## config.mk

```make
export PLATFORM = sky130hd
export DESIGN_NAME = dmac_ioregister_mbox_flat
export DESIGN_NICKNAME = d
export VERILOG_FILES = /design/src/rtl/dmac_ioregister_mbox_if.sv /design/src/rtl/dmac_ioregister_mbox.sv /design/src/flat_wrapper.sv
export SDC_FILE = /design/constraint.sdc
export NUM_CORES = 2
export LEC_CHECK = 0
export ABC_CLOCK_PERIOD_IN_PS = 6300
export CORE_MARGIN = 3
export CORE_UTILIZATION = 40
export CTS_CLUSTER_SIZE = 28
export DETAILED_ROUTE_END_ITERATION = 8
export GPL_TIMING_DRIVEN = 1
export PLACE_DENSITY = 0.54
export SLEW_MARGIN = 40
export SYNTH_ARGS = -nofsm -noshare
export SYNTH_HDL_FRONTEND = slang
export SYNTH_SLANG_ARGS = --single-unit
export TNS_END_PERCENT = 100
```

## constraint.sdc

```tcl
create_clock -name ACLK -period 6.3 [get_ports ACLK]
set_clock_uncertainty 0.05 [all_clocks]
set_input_delay 1.26 -clock ACLK [delete_from_list [all_inputs] [get_ports ACLK]]
set_output_delay 1.26 -clock ACLK [all_outputs]
set_load 0.02 [all_outputs]
```

## src/rtl/dmac_ioregister_mbox_if.sv

```systemverilog
// Burst bus bundle between the AXI slave-side burst master and the mailbox.
// bresp/rresp only exist when DMAC_IOREG_MBOX_RESP_EN is defined.
interface dmac_ioregister_mbox_if #(
    parameter int unsigned W_D     = 32,
    parameter int unsigned W_EXT_A = 32,
    parameter int unsigned W_BLEN  = 8
);
    logic               awvalid;
    logic [W_EXT_A-1:0] awaddr;
    logic [W_BLEN-1:0]  awlen;
    logic               awready;
    logic               wvalid;
    logic [W_D-1:0]     wdata;
    logic               wlast;
    logic               wready;
    logic               bvalid;
    logic               bready;
    logic               arvalid;
    logic [W_EXT_A-1:0] araddr;
    logic [W_BLEN-1:0]  arlen;
    logic               arready;
    logic               rvalid;
    logic [W_D-1:0]     rdata;
    logic               rlast;
    logic               rready;
`ifdef DMAC_IOREG_MBOX_RESP_EN
    logic [1:0]         bresp;
    logic [1:0]         rresp;
`endif

    modport master (
        output awvalid, awaddr, awlen, input awready,
        output wvalid, wdata, wlast, input wready,
        input bvalid, output bready,
        output arvalid, araddr, arlen, input arready,
        input rvalid, rdata, rlast, output rready
`ifdef DMAC_IOREG_MBOX_RESP_EN
        , input bresp, rresp
`endif
    );

    modport slave (
        input awvalid, awaddr, awlen, output awready,
        input wvalid, wdata, wlast, output wready,
        output bvalid, input bready,
        input arvalid, araddr, arlen, output arready,
        output rvalid, rdata, rlast, input rready
`ifdef DMAC_IOREG_MBOX_RESP_EN
        , output bresp, rresp
`endif
    );
endinterface

```

## src/rtl/dmac_ioregister_mbox.sv

```systemverilog
// Multi-channel mailbox: per channel a down FIFO (bus write -> thread) and an
// up FIFO (thread -> bus read). Optional DMAC_IOREG_MBOX_RESP_EN adds bresp/rresp
// reporting SLVERR for bursts addressed to a nonexistent channel.
module dmac_ioregister_mbox #(
    parameter int unsigned W_D            = 32,
    parameter int unsigned W_EXT_A        = 32,
    parameter int unsigned W_BLEN         = 8,
    parameter int unsigned NUM_CH         = 4,
    parameter int unsigned W_CH           = 2,
    parameter int unsigned CH_ADDR_LSB    = 12,
    parameter int unsigned FIFO_DEPTH_LOG = 3
) (
    input  logic                 ACLK,
    input  logic                 ARESETN,
    input  logic [W_CH-1:0]      coram_ch,
    input  logic [W_D-1:0]       coram_d,
    input  logic                 coram_we,
    input  logic                 coram_re,
    output logic [W_D-1:0]       coram_q,
    output logic                 coram_empty,
    output logic                 coram_full,
    dmac_ioregister_mbox_if.slave bus
);
    // Every encodable channel index gets a slot; slots >= NUM_CH are tied off
    // as permanently empty/full so invalid indices need no special muxing.
    localparam int unsigned NUM_SLOT = 2 ** W_CH;
    localparam int unsigned DEPTH    = 2 ** FIFO_DEPTH_LOG;
    localparam int unsigned W_CNT    = W_BLEN + 1;
    localparam int unsigned W_OCC    = FIFO_DEPTH_LOG + 1;

    typedef enum logic [1:0] {StIdle, StWrite, StWresp, StRead} state_e;

    state_e            state_q;
    logic              last_grant_rd_q;
    logic              awready_q;
    logic              arready_q;
    logic              bvalid_q;
    logic [W_CH-1:0]   ch_q;
    logic [W_CNT-1:0]  cnt_q;

    logic [W_D-1:0]    down_head [NUM_SLOT];
    logic [W_D-1:0]    up_head [NUM_SLOT];
    logic [NUM_SLOT-1:0] down_empty, down_full, up_empty, up_full;

    logic              ch_valid, grant_wr, last_beat;
    logic              wready, rvalid, wbeat, rbeat;
    logic [W_CH-1:0]   aw_ch, ar_ch;
    logic              unused_bus;

    assign ch_valid  = 32'(ch_q) < NUM_CH;
    assign aw_ch     = bus.awaddr[CH_ADDR_LSB +: W_CH];
    assign ar_ch     = bus.araddr[CH_ADDR_LSB +: W_CH];
    // On a tie, grant the opposite of the previous grant.
    assign grant_wr  = bus.awvalid && (!bus.arvalid || last_grant_rd_q);
    assign last_beat = cnt_q == W_CNT'(1);

    // Data phase opens the cycle after the address pulse.
    assign wready = (state_q == StWrite) && !awready_q && (!ch_valid || !down_full[ch_q]);
    assign rvalid = (state_q == StRead) && !arready_q && (!ch_valid || !up_empty[ch_q]);
    assign wbeat  = wready && bus.wvalid;
    assign rbeat  = rvalid && bus.rready;

    assign bus.awready = awready_q;
    assign bus.arready = arready_q;
    assign bus.bvalid  = bvalid_q;
    assign bus.wready  = wready;
    assign bus.rvalid  = rvalid;
    assign bus.rdata   = (rvalid && ch_valid) ? up_head[ch_q] : '0;
    assign bus.rlast   = rvalid && last_beat;

`ifdef DMAC_IOREG_MBOX_RESP_EN
    // ch_q is stable for the whole burst, so the response is too.
    assign bus.bresp = ch_valid ? 2'b00 : 2'b10;
    assign bus.rresp = ch_valid ? 2'b00 : 2'b10;
`endif

    assign coram_q     = down_empty[coram_ch] ? '0 : down_head[coram_ch];
    assign coram_empty = down_empty[coram_ch];
    assign coram_full  = up_full[coram_ch];

    // wlast is ignored; burst end comes from the beat counter.
    assign unused_bus = ^{bus.wlast, bus.awaddr, bus.araddr};

    // Burst FSM with registered handshake outputs.
    always_ff @(posedge ACLK or negedge ARESETN) begin
        if (!ARESETN) begin
            state_q         <= StIdle;
            last_grant_rd_q <= 1'b1;
            awready_q       <= 1'b0;
            arready_q       <= 1'b0;
            bvalid_q        <= 1'b0;
            ch_q            <= '0;
            cnt_q           <= '0;
        end else begin
            awready_q <= 1'b0;
            arready_q <= 1'b0;
            case (state_q)
                StIdle: begin
                    if (grant_wr) begin
                        ch_q            <= aw_ch;
                        cnt_q           <= W_CNT'(bus.awlen) + W_CNT'(1);
                        awready_q       <= 1'b1;
                        last_grant_rd_q <= 1'b0;
                        state_q         <= StWrite;
                    end else if (bus.arvalid) begin
                        ch_q            <= ar_ch;
                        cnt_q           <= W_CNT'(bus.arlen) + W_CNT'(1);
                        arready_q       <= 1'b1;
                        last_grant_rd_q <= 1'b1;
                        state_q         <= StRead;
                    end
                end
                StWrite: begin
                    if (wbeat) begin
                        cnt_q <= cnt_q - W_CNT'(1);
                        if (last_beat) begin
                            bvalid_q <= 1'b1;
                            state_q  <= StWresp;
                        end
                    end
                end
                StWresp: begin
                    if (bus.bready) begin
                        bvalid_q <= 1'b0;
                        state_q  <= StIdle;
                    end
                end
                StRead: begin
                    if (rbeat) begin
                        cnt_q <= cnt_q - W_CNT'(1);
                        if (last_beat) state_q <= StIdle;
                    end
                end
                default: state_q <= StIdle;
            endcase
        end
    end

    for (genvar c = 0; c < NUM_SLOT; c++) begin : g_ch
        if (c < NUM_CH) begin : g_fifo
            logic [W_D-1:0]            down_mem [DEPTH];
            logic [W_D-1:0]            up_mem [DEPTH];
            logic [FIFO_DEPTH_LOG-1:0] down_wp_q, down_rp_q, up_wp_q, up_rp_q;
            logic [W_OCC-1:0]          down_cnt_q, up_cnt_q;
            logic                      down_push, down_pop, up_push, up_pop;

            // Full/empty gate each operation using pre-cycle occupancy.
            assign down_push = wbeat && ch_valid && (ch_q == W_CH'(c));
            assign down_pop  = coram_re && (coram_ch == W_CH'(c)) && !down_empty[c];
            assign up_push   = coram_we && (coram_ch == W_CH'(c)) && !up_full[c];
            assign up_pop    = rbeat && ch_valid && (ch_q == W_CH'(c));

            assign down_empty[c] = down_cnt_q == '0;
            assign down_full[c]  = down_cnt_q == W_OCC'(DEPTH);
            assign up_empty[c]   = up_cnt_q == '0;
            assign up_full[c]    = up_cnt_q == W_OCC'(DEPTH);
            assign down_head[c]  = down_mem[down_rp_q];
            assign up_head[c]    = up_mem[up_rp_q];

            // Storage is unreset; occupancy masks stale contents.
            always_ff @(posedge ACLK) begin
                if (down_push) down_mem[down_wp_q] <= bus.wdata;
                if (up_push)   up_mem[up_wp_q]     <= coram_d;
            end

            // Pointers and occupancy for both directions.
            always_ff @(posedge ACLK or negedge ARESETN) begin
                if (!ARESETN) begin
                    down_wp_q  <= '0;
                    down_rp_q  <= '0;
                    down_cnt_q <= '0;
                    up_wp_q    <= '0;
                    up_rp_q    <= '0;
                    up_cnt_q   <= '0;
                end else begin
                    if (down_push) down_wp_q <= down_wp_q + 1'b1;
                    if (down_pop)  down_rp_q <= down_rp_q + 1'b1;
                    if (down_push && !down_pop)      down_cnt_q <= down_cnt_q + 1'b1;
                    else if (!down_push && down_pop) down_cnt_q <= down_cnt_q - 1'b1;
                    if (up_push) up_wp_q <= up_wp_q + 1'b1;
                    if (up_pop)  up_rp_q <= up_rp_q + 1'b1;
                    if (up_push && !up_pop)      up_cnt_q <= up_cnt_q + 1'b1;
                    else if (!up_push && up_pop) up_cnt_q <= up_cnt_q - 1'b1;
                end
            end
        end else begin : g_none
            assign down_head[c]  = '0;
            assign up_head[c]    = '0;
            assign down_empty[c] = 1'b1;
            assign down_full[c]  = 1'b1;
            assign up_empty[c]   = 1'b1;
            assign up_full[c]    = 1'b1;
        end
    end
endmodule
```

## src/flat_wrapper.sv

```systemverilog
// flat-port wrapper written by rule: the top's interface ports become plain ports
module dmac_ioregister_mbox_flat 
#(
    parameter int unsigned W_D            = 32,
    parameter int unsigned W_EXT_A        = 32,
    parameter int unsigned W_BLEN         = 8,
    parameter int unsigned NUM_CH         = 4,
    parameter int unsigned W_CH           = 2,
    parameter int unsigned CH_ADDR_LSB    = 12,
    parameter int unsigned FIFO_DEPTH_LOG = 3
)
  (ACLK, ARESETN, coram_ch, coram_d, coram_we, coram_re, coram_q, coram_empty, coram_full, bus_awvalid, bus_awaddr, bus_awlen, bus_awready, bus_wvalid, bus_wdata, bus_wlast, bus_wready, bus_bvalid, bus_bready, bus_arvalid, bus_araddr, bus_arlen, bus_arready, bus_rvalid, bus_rdata, bus_rlast, bus_rready);
  dmac_ioregister_mbox_if #(.W_D(W_D), .W_EXT_A(W_EXT_A), .W_BLEN(W_BLEN)) bus_i ();
  input  logic ACLK;
  input  logic ARESETN;
  input  logic [W_CH-1:0] coram_ch;
  input  logic [W_D-1:0] coram_d;
  input  logic coram_we;
  input  logic coram_re;
  output logic [W_D-1:0] coram_q;
  output logic coram_empty;
  output logic coram_full;
  input wire logic [$bits(bus_i.awvalid)-1:0] bus_awvalid;
  input wire logic [$bits(bus_i.awaddr)-1:0] bus_awaddr;
  input wire logic [$bits(bus_i.awlen)-1:0] bus_awlen;
  output wire logic [$bits(bus_i.awready)-1:0] bus_awready;
  input wire logic [$bits(bus_i.wvalid)-1:0] bus_wvalid;
  input wire logic [$bits(bus_i.wdata)-1:0] bus_wdata;
  input wire logic [$bits(bus_i.wlast)-1:0] bus_wlast;
  output wire logic [$bits(bus_i.wready)-1:0] bus_wready;
  output wire logic [$bits(bus_i.bvalid)-1:0] bus_bvalid;
  input wire logic [$bits(bus_i.bready)-1:0] bus_bready;
  input wire logic [$bits(bus_i.arvalid)-1:0] bus_arvalid;
  input wire logic [$bits(bus_i.araddr)-1:0] bus_araddr;
  input wire logic [$bits(bus_i.arlen)-1:0] bus_arlen;
  output wire logic [$bits(bus_i.arready)-1:0] bus_arready;
  output wire logic [$bits(bus_i.rvalid)-1:0] bus_rvalid;
  output wire logic [$bits(bus_i.rdata)-1:0] bus_rdata;
  output wire logic [$bits(bus_i.rlast)-1:0] bus_rlast;
  input wire logic [$bits(bus_i.rready)-1:0] bus_rready;
  assign bus_i.awvalid = bus_awvalid;
  assign bus_i.awaddr = bus_awaddr;
  assign bus_i.awlen = bus_awlen;
  assign bus_awready = bus_i.awready;
  assign bus_i.wvalid = bus_wvalid;
  assign bus_i.wdata = bus_wdata;
  assign bus_i.wlast = bus_wlast;
  assign bus_wready = bus_i.wready;
  assign bus_bvalid = bus_i.bvalid;
  assign bus_i.bready = bus_bready;
  assign bus_i.arvalid = bus_arvalid;
  assign bus_i.araddr = bus_araddr;
  assign bus_i.arlen = bus_arlen;
  assign bus_arready = bus_i.arready;
  assign bus_rvalid = bus_i.rvalid;
  assign bus_rdata = bus_i.rdata;
  assign bus_rlast = bus_i.rlast;
  assign bus_i.rready = bus_rready;
  dmac_ioregister_mbox #(.W_D(W_D), .W_EXT_A(W_EXT_A), .W_BLEN(W_BLEN), .NUM_CH(NUM_CH), .W_CH(W_CH), .CH_ADDR_LSB(CH_ADDR_LSB), .FIFO_DEPTH_LOG(FIFO_DEPTH_LOG)) u_core (.ACLK(ACLK), .ARESETN(ARESETN), .coram_ch(coram_ch), .coram_d(coram_d), .coram_we(coram_we), .coram_re(coram_re), .coram_q(coram_q), .coram_empty(coram_empty), .coram_full(coram_full), .bus(bus_i));
endmodule
```

### Yosys cells after proc, flatten, opt, wreduce, memory -nomap -nowiden

Memory sizes are Yosys's and may differ from the RTL's.
Index checks and enable logic that the tools add are counted.

* RAM bits: 2048
* memories kept: 8
* output and inout port bits: 72
* word-level logic and storage cells: 282
* input bits: 156
* bits in registers: 97

* eq/ne operators: 24
* $add $sub $neg: 35
* bitwise operators: 2
* $lt $le $gt $ge: 4
* reductions and logical operators: 104
* muxes and demuxes: 74

Memory list
* u_core.g_ch[0].g_fifo.down_mem: depth 8, width 32, read ports 1, clocked after Yosys merged registers in 0, write ports 1, RTL line dmac_ioregister_mbox.sv:141 `logic [W_D-1:0] down_mem [DEPTH];`
* u_core.g_ch[0].g_fifo.up_mem: depth 8, width 32, read ports 1, clocked after Yosys merged registers in 0, write ports 1, RTL line dmac_ioregister_mbox.sv:142 `logic [W_D-1:0] up_mem [DEPTH];`
* u_core.g_ch[1].g_fifo.down_mem: depth 8, width 32, read ports 1, clocked after Yosys merged registers in 0, write ports 1, RTL line dmac_ioregister_mbox.sv:141
* u_core.g_ch[1].g_fifo.up_mem: depth 8, width 32, read ports 1, clocked after Yosys merged registers in 0, write ports 1, RTL line dmac_ioregister_mbox.sv:142
* u_core.g_ch[2].g_fifo.down_mem: depth 8, width 32, read ports 1, clocked after Yosys merged registers in 0, write ports 1, RTL line dmac_ioregister_mbox.sv:141
* u_core.g_ch[2].g_fifo.up_mem: depth 8, width 32, read ports 1, clocked after Yosys merged registers in 0, write ports 1, RTL line dmac_ioregister_mbox.sv:142
* 2 more memories

Operator list (count)
* two-way mux 32 bit: 6
* binary-select mux 32 bit (select 2 bit): 2
* two-way mux 4 bit: 16
* adder 3 x 1 -> 3 bit (second input constant): 16
* logical AND 1 bit: 48
* two-way mux 9 bit: 4
* adder 4 x 1 -> 4 bit (second input constant): 8
* == test 4 bit (second input constant): 8
* logical NOT 4 bit: 8
* subtractor 4 x 1 -> 4 bit (second input constant): 8
* two-way mux 1 bit: 30
* logical NOT 1 bit: 29
* one-hot mux 9 bit (3 select lines): 1
* nonzero test 2 bit: 10
* adder 8 x 1 -> 9 bit (second input constant): 2
* two-way mux 2 bit: 9
* == test 2 bit (second input constant): 6
* == test 9 x 1 -> 1 bit (second input constant): 1
* subtractor 9 x 1 -> 9 bit (second input constant): 1
* binary-select mux 1 bit (select 2 bit): 4
* != test 2 x 1 -> 1 bit (second input constant): 4
* one-hot mux 2 bit (4 select lines): 1
* AND reduction 4 bit: 2
* == test 2 x 1 -> 1 bit (second input constant): 3
* 11 further kinds: 16

### Logic depth before layout (Yosys ltp)

* word-level depth: 11
* mapped depth: 15
* mapped depth without buffers: 14

### Least setup slack after synthesis

No wires, ideal clock.

* path type: input-to-reg
* start point: in bus_wvalid
* end point: mem u_core.g_ch[2].g_fifo.down_mem[2][0] (enable)
* buffers on the path: 0
* data required time: 5737 ps
* stages: 3
* slack: 697 ps
* library setup time: 513 ps
* data arrival time: 5040 ps
* cell sequence: and4_1 nand2_1 nor4b_1

* word-level cells in the longest chain between the ends: 4

Ends and longest elaborated chain
* from (decl): RTL line flat_wrapper.sv:27 `input wire logic [$bits(bus_i.wvalid)-1:0] bus_wvalid;`
* logical AND 1 bit: RTL line dmac_ioregister_mbox.sv:60 `assign wbeat = wready && bus.wvalid;`
* logical AND 1 bit: RTL line dmac_ioregister_mbox.sv:148 `assign down_push = wbeat && ch_valid && (ch_q == W_CH'(c));`
* two-way mux 1 bit: RTL line dmac_ioregister_mbox.sv:162 `if (down_push) down_mem[down_wp_q] <= bus.wdata;`
* two-way mux 1 bit (not written as such): RTL line dmac_ioregister_mbox.sv:162
* to (decl): RTL line dmac_ioregister_mbox.sv:141

No other way between the ends.

### Worst setup path in the final report

* start point: in coram_ch[1]
* end point: out coram_q[30]

* word-level cells in the longest chain between the ends: 5
* elaborated cells on any way between the ends: 7
* classes of those cells: mux (6); bitwise (1)

Ends and longest elaborated chain
* from (decl): RTL line flat_wrapper.sv:16 `input logic [W_CH-1:0] coram_ch;`
* NOT 2 -> 3 bit (not written as such): RTL line dmac_ioregister_mbox.sv:77 `assign coram_q = down_empty[coram_ch] ? '0 : down_head[coram_ch];`
* binary-select mux 32 bit (select 2 bit): RTL line dmac_ioregister_mbox.sv:77
* two-way mux 32 bit (not written as such) (2 in series): RTL line dmac_ioregister_mbox.sv:77
* two-way mux 32 bit (*): RTL line dmac_ioregister_mbox.sv:77
* to (decl): RTL line flat_wrapper.sv:20 `output logic [W_D-1:0] coram_q;`

Every way passes the cells marked *; elsewhere a longest branch is shown, timed or not. The select of a mux whose other input is x is not followed.

==> results.cfg <==
[finish]
fillers = 17300
layout_commonest_cell = edfxtp_1
syn2layout_area_growth_pct = 15.6
fin_nets = 4371
final_area_um2 = 96900
post-route-util = 0.467
fin_cells = 7147
layout-drive-gt1-share = 0.276
layout_common_cells = edfxtp_1 (2048), mux4_2 (545), mux2i_1 (263)

[global_routing]
track_usage = 0.197
gr-total-overflow = 0
grt_pass1_wl_mm = 304
first_global_vias = 40800
grt_max_degree = 62
antenna_found_initial = 24

[route]
route.detailed.drc = 0
wirelength_mm = 212
vias = 40000
dr.pass1.iters = 7
via_per_inst = 5.60
antenna_left = 0
avgRoutedWirePerCell_um = 29.6
drt_iter0_markers = 3996

[clock_tree]
cts-buffers-inserted = 220
cts_sinks = 2145
cts_setup_buffers = 0
cts_hold_buf = 0
cts_root_buffer = clkbuf_16
cts_tree = yes
clock_latency_ns = 0.86
cts_resized = 0
htree_levels = 4
clk_pin_slew_ns = 0.06
clock_path_buffers = 3

[power]
ir_worst_vdd_mv = 0.319
cellLeakagePower_uw = 0.0308
power_density_nw_per_um2 = 429

[setup_path]
slowest_delay_ns = 0.69
path_class = in -> out
path_common_cell = buf_4
end_kind = output port
required_ns = 4.99
crit_path_start_kind = input port
path_cells = clkdlybuf4s50_1, buf_4, nand2_2, buf_4, o22ai_1, nor2_1, buf_4, nor2_1, clkdlybuf4s50_1
cp_slowest_cell = clkdlybuf4s50_1
crit_path_max_fanout = 13
critPathArrivalTime_ns = 4.51

[timing]
fin_tns_setup_ns = 0
finalSetupViolCount = 0
rsz0062_at_grt = no
tightestPinTransition_ns = 0.853
slew_headroom = 0.431
fmax_mhz = 172
finalMaxSlewViolations = 0
finalWorstSetupSlack_ns = 0.476
post-route-min-period_ns = 5.82
post-route-period-util = 0.924
finalHoldViolations = 0

[placed_design]
port_buffers = 166
place_inst = 6727
routabilityCongestion = 0.754
post-place-ws_ns = 0.537
dp.final_hpwl_mm = 122
postPlaceCellArea_um2 = 89800

[synth]
synth_ff_type = edfxtp_1
synth_top_area_share = 0.733
synth-edff-count = 2048
synth_cell_types = 57
synth.area.top_cells = edfxtp_1 (73%), mux4_2 (15%), mux2i_1 (3.1%)
synth_top_cell_by_area = edfxtp_1
synth-seq-area-share = 0.762
syn_area_um2 = 83900
ys.warnings.count = 0
synth_nets = 4018
synth-seq-cells = 2145
syn_inst = 3811
avgSynthCellArea_um2 = 22.0
synthArstFlopShare = 0.0452

[floorplan]
die_h_um = 464
rows = 167
core_um2 = 208000
ios = 228
die_area_um2 = 215000
start_util = 0.404
die_w_um = 464

[outcome]
status = completed

[hold_path]
hold_class = in -> async

[flow_run]
cap_violations = 0
-- stage by stage --
step                      hold WS (ns)  power (µW)
final                            0.343       41600
after global routing             0.342       43400
after CTS                        0.323       42100
after detailed placement         0.431       29400
after global placement           0.421       29400
after floorplan                  0.400       25000
-- critical path, delay by kind of cell --
family,cells,cell delay (ns)
compound gates,1,0.12
simple gates,3,1.06
buf+inv,5,2.06
-- logic make-up after synthesis --
logic type / after synthesis / synth area share
XOR/XNOR: 72 / 0.00752
AND/OR/NAND/NOR: 368 / 0.0204
flip-flops: 2145 / 0.762
adder cells (fa/ha/maj): 51 / 0.00832
AO/OA/AOI/OAI: 134 / 0.0104
multiplexers: 830 / 0.181
buffers and inverters: 211 / 0.0105
-- state kept, by name, indices dropped and copies added (netlist names) --
signal	count
u_core.g_ch.g_fifo.down_rp_q	12
u_core.bus.awready	1
u_core.g_ch.g_fifo.up_cnt_q	16
u_core.g_ch.g_fifo.up_rp_q	12
u_core.g_ch.g_fifo.down_wp_q	12
u_core.cnt_q	9
u_core.bus.bvalid	1
u_core.last_grant_rd_q	1
u_core.bus.arready	1
u_core.g_ch.g_fifo.up_mem	1024
u_core.g_ch.g_fifo.down_cnt_q	16
u_core.ch_q	2
u_core.g_ch.g_fifo.down_mem	1024
u_core.g_ch.g_fifo.up_wp_q	12
u_core.state_q	2
-- synth_stat cells (all sizes together) (2+ instances only) --
| library cell | number |
|---|---|
| ha | 43 |
| xor2 | 15 |
| o21ai | 22 |
| a21o | 9 |
| nor2 | 149 |
| xnor2 | 57 |
| nand3b | 3 |
| inv | 25 |
| edfxtp | 2048 |
| clkbuf | 85 |
| nand2 | 71 |
| nor2b | 4 |
| a221oi | 2 |
| nand4 | 8 |
| mux4 | 545 |
| a21oi | 18 |
| nor3 | 43 |
| a211o | 2 |
| o22ai | 66 |
| and2 | 2 |
| and3 | 6 |
| nor3b | 4 |
| buf | 100 |
| nor4 | 12 |
| mux2 | 22 |
| a221o | 3 |
| dfrtp | 96 |
| nand3 | 27 |
| nand2b | 21 |
| mux2i | 263 |
| o31ai | 2 |
| fa | 8 |
| nor4b | 2 |
| or2 | 5 |
| a211oi | 5 |
| or3 | 7 |
-- power by group --
| group | switching [µW] | internal [µW] |
|---|---|---|
| registers | 1510 | 16300 |
| clock network | 5410 | 7220 |
| logic | 5650 | 5560 |
-- final cells by class --
cell class / count / area, µm² / share of cell area
inverter: 26 / 98.8 / 0.00102
clock buffer: 281 / 5910 / 0.0610
multi-input combinational: 1455 / 19500 / 0.201
sequential: 2145 / 64000 / 0.660
clock inverter: 125 / 1080 / 0.0112
timing repair buffer: 316 / 2790 / 0.0288
tap: 2788 / 3490 / 0.0360
antenna: 11 / 27.5 / 0.000284
-- final timing paths --
check | startpoint | endpoint | slack, ns | depth (start not counted)
worst min-delay path | ARESETN | u_core.g_ch[3].g_fifo.down_rp_q[2]$_DFFE_PN0P_ | 0.34 | 1
worst max register to register | u_core.ch_q[1]$_DFFE_PN0P_ | u_core.g_ch[3].g_fifo.down_mem[5][23]$_DFFE_PP_ | 2.05 | 8
max in group asynchronous | ARESETN | u_core.g_ch[3].g_fifo.up_rp_q[1]$_DFFE_PN0P_ | 4.81 | 2
worst min register to register | u_core.g_ch[2].g_fifo.up_cnt_q[3]$_DFFE_PN0P_ | u_core.g_ch[2].g_fifo.up_cnt_q[3]$_DFFE_PN0P_ | 0.44 | 1
worst max-delay path | coram_ch[1] | coram_q[30] | 0.48 | 9
min in group ACLK | u_core.g_ch[2].g_fifo.up_cnt_q[3]$_DFFE_PN0P_ | u_core.g_ch[2].g_fifo.up_cnt_q[3]$_DFFE_PN0P_ | 0.44 | 1
-- layer usage --
layer	GRT usage	wire length [µm]
met1	0.290	95700
met2	0.310	101000
met4	0.0420	3610
met3	0.0325	11900
met5	0	0
No activity file was read; power rests on OpenSTA's default activity.
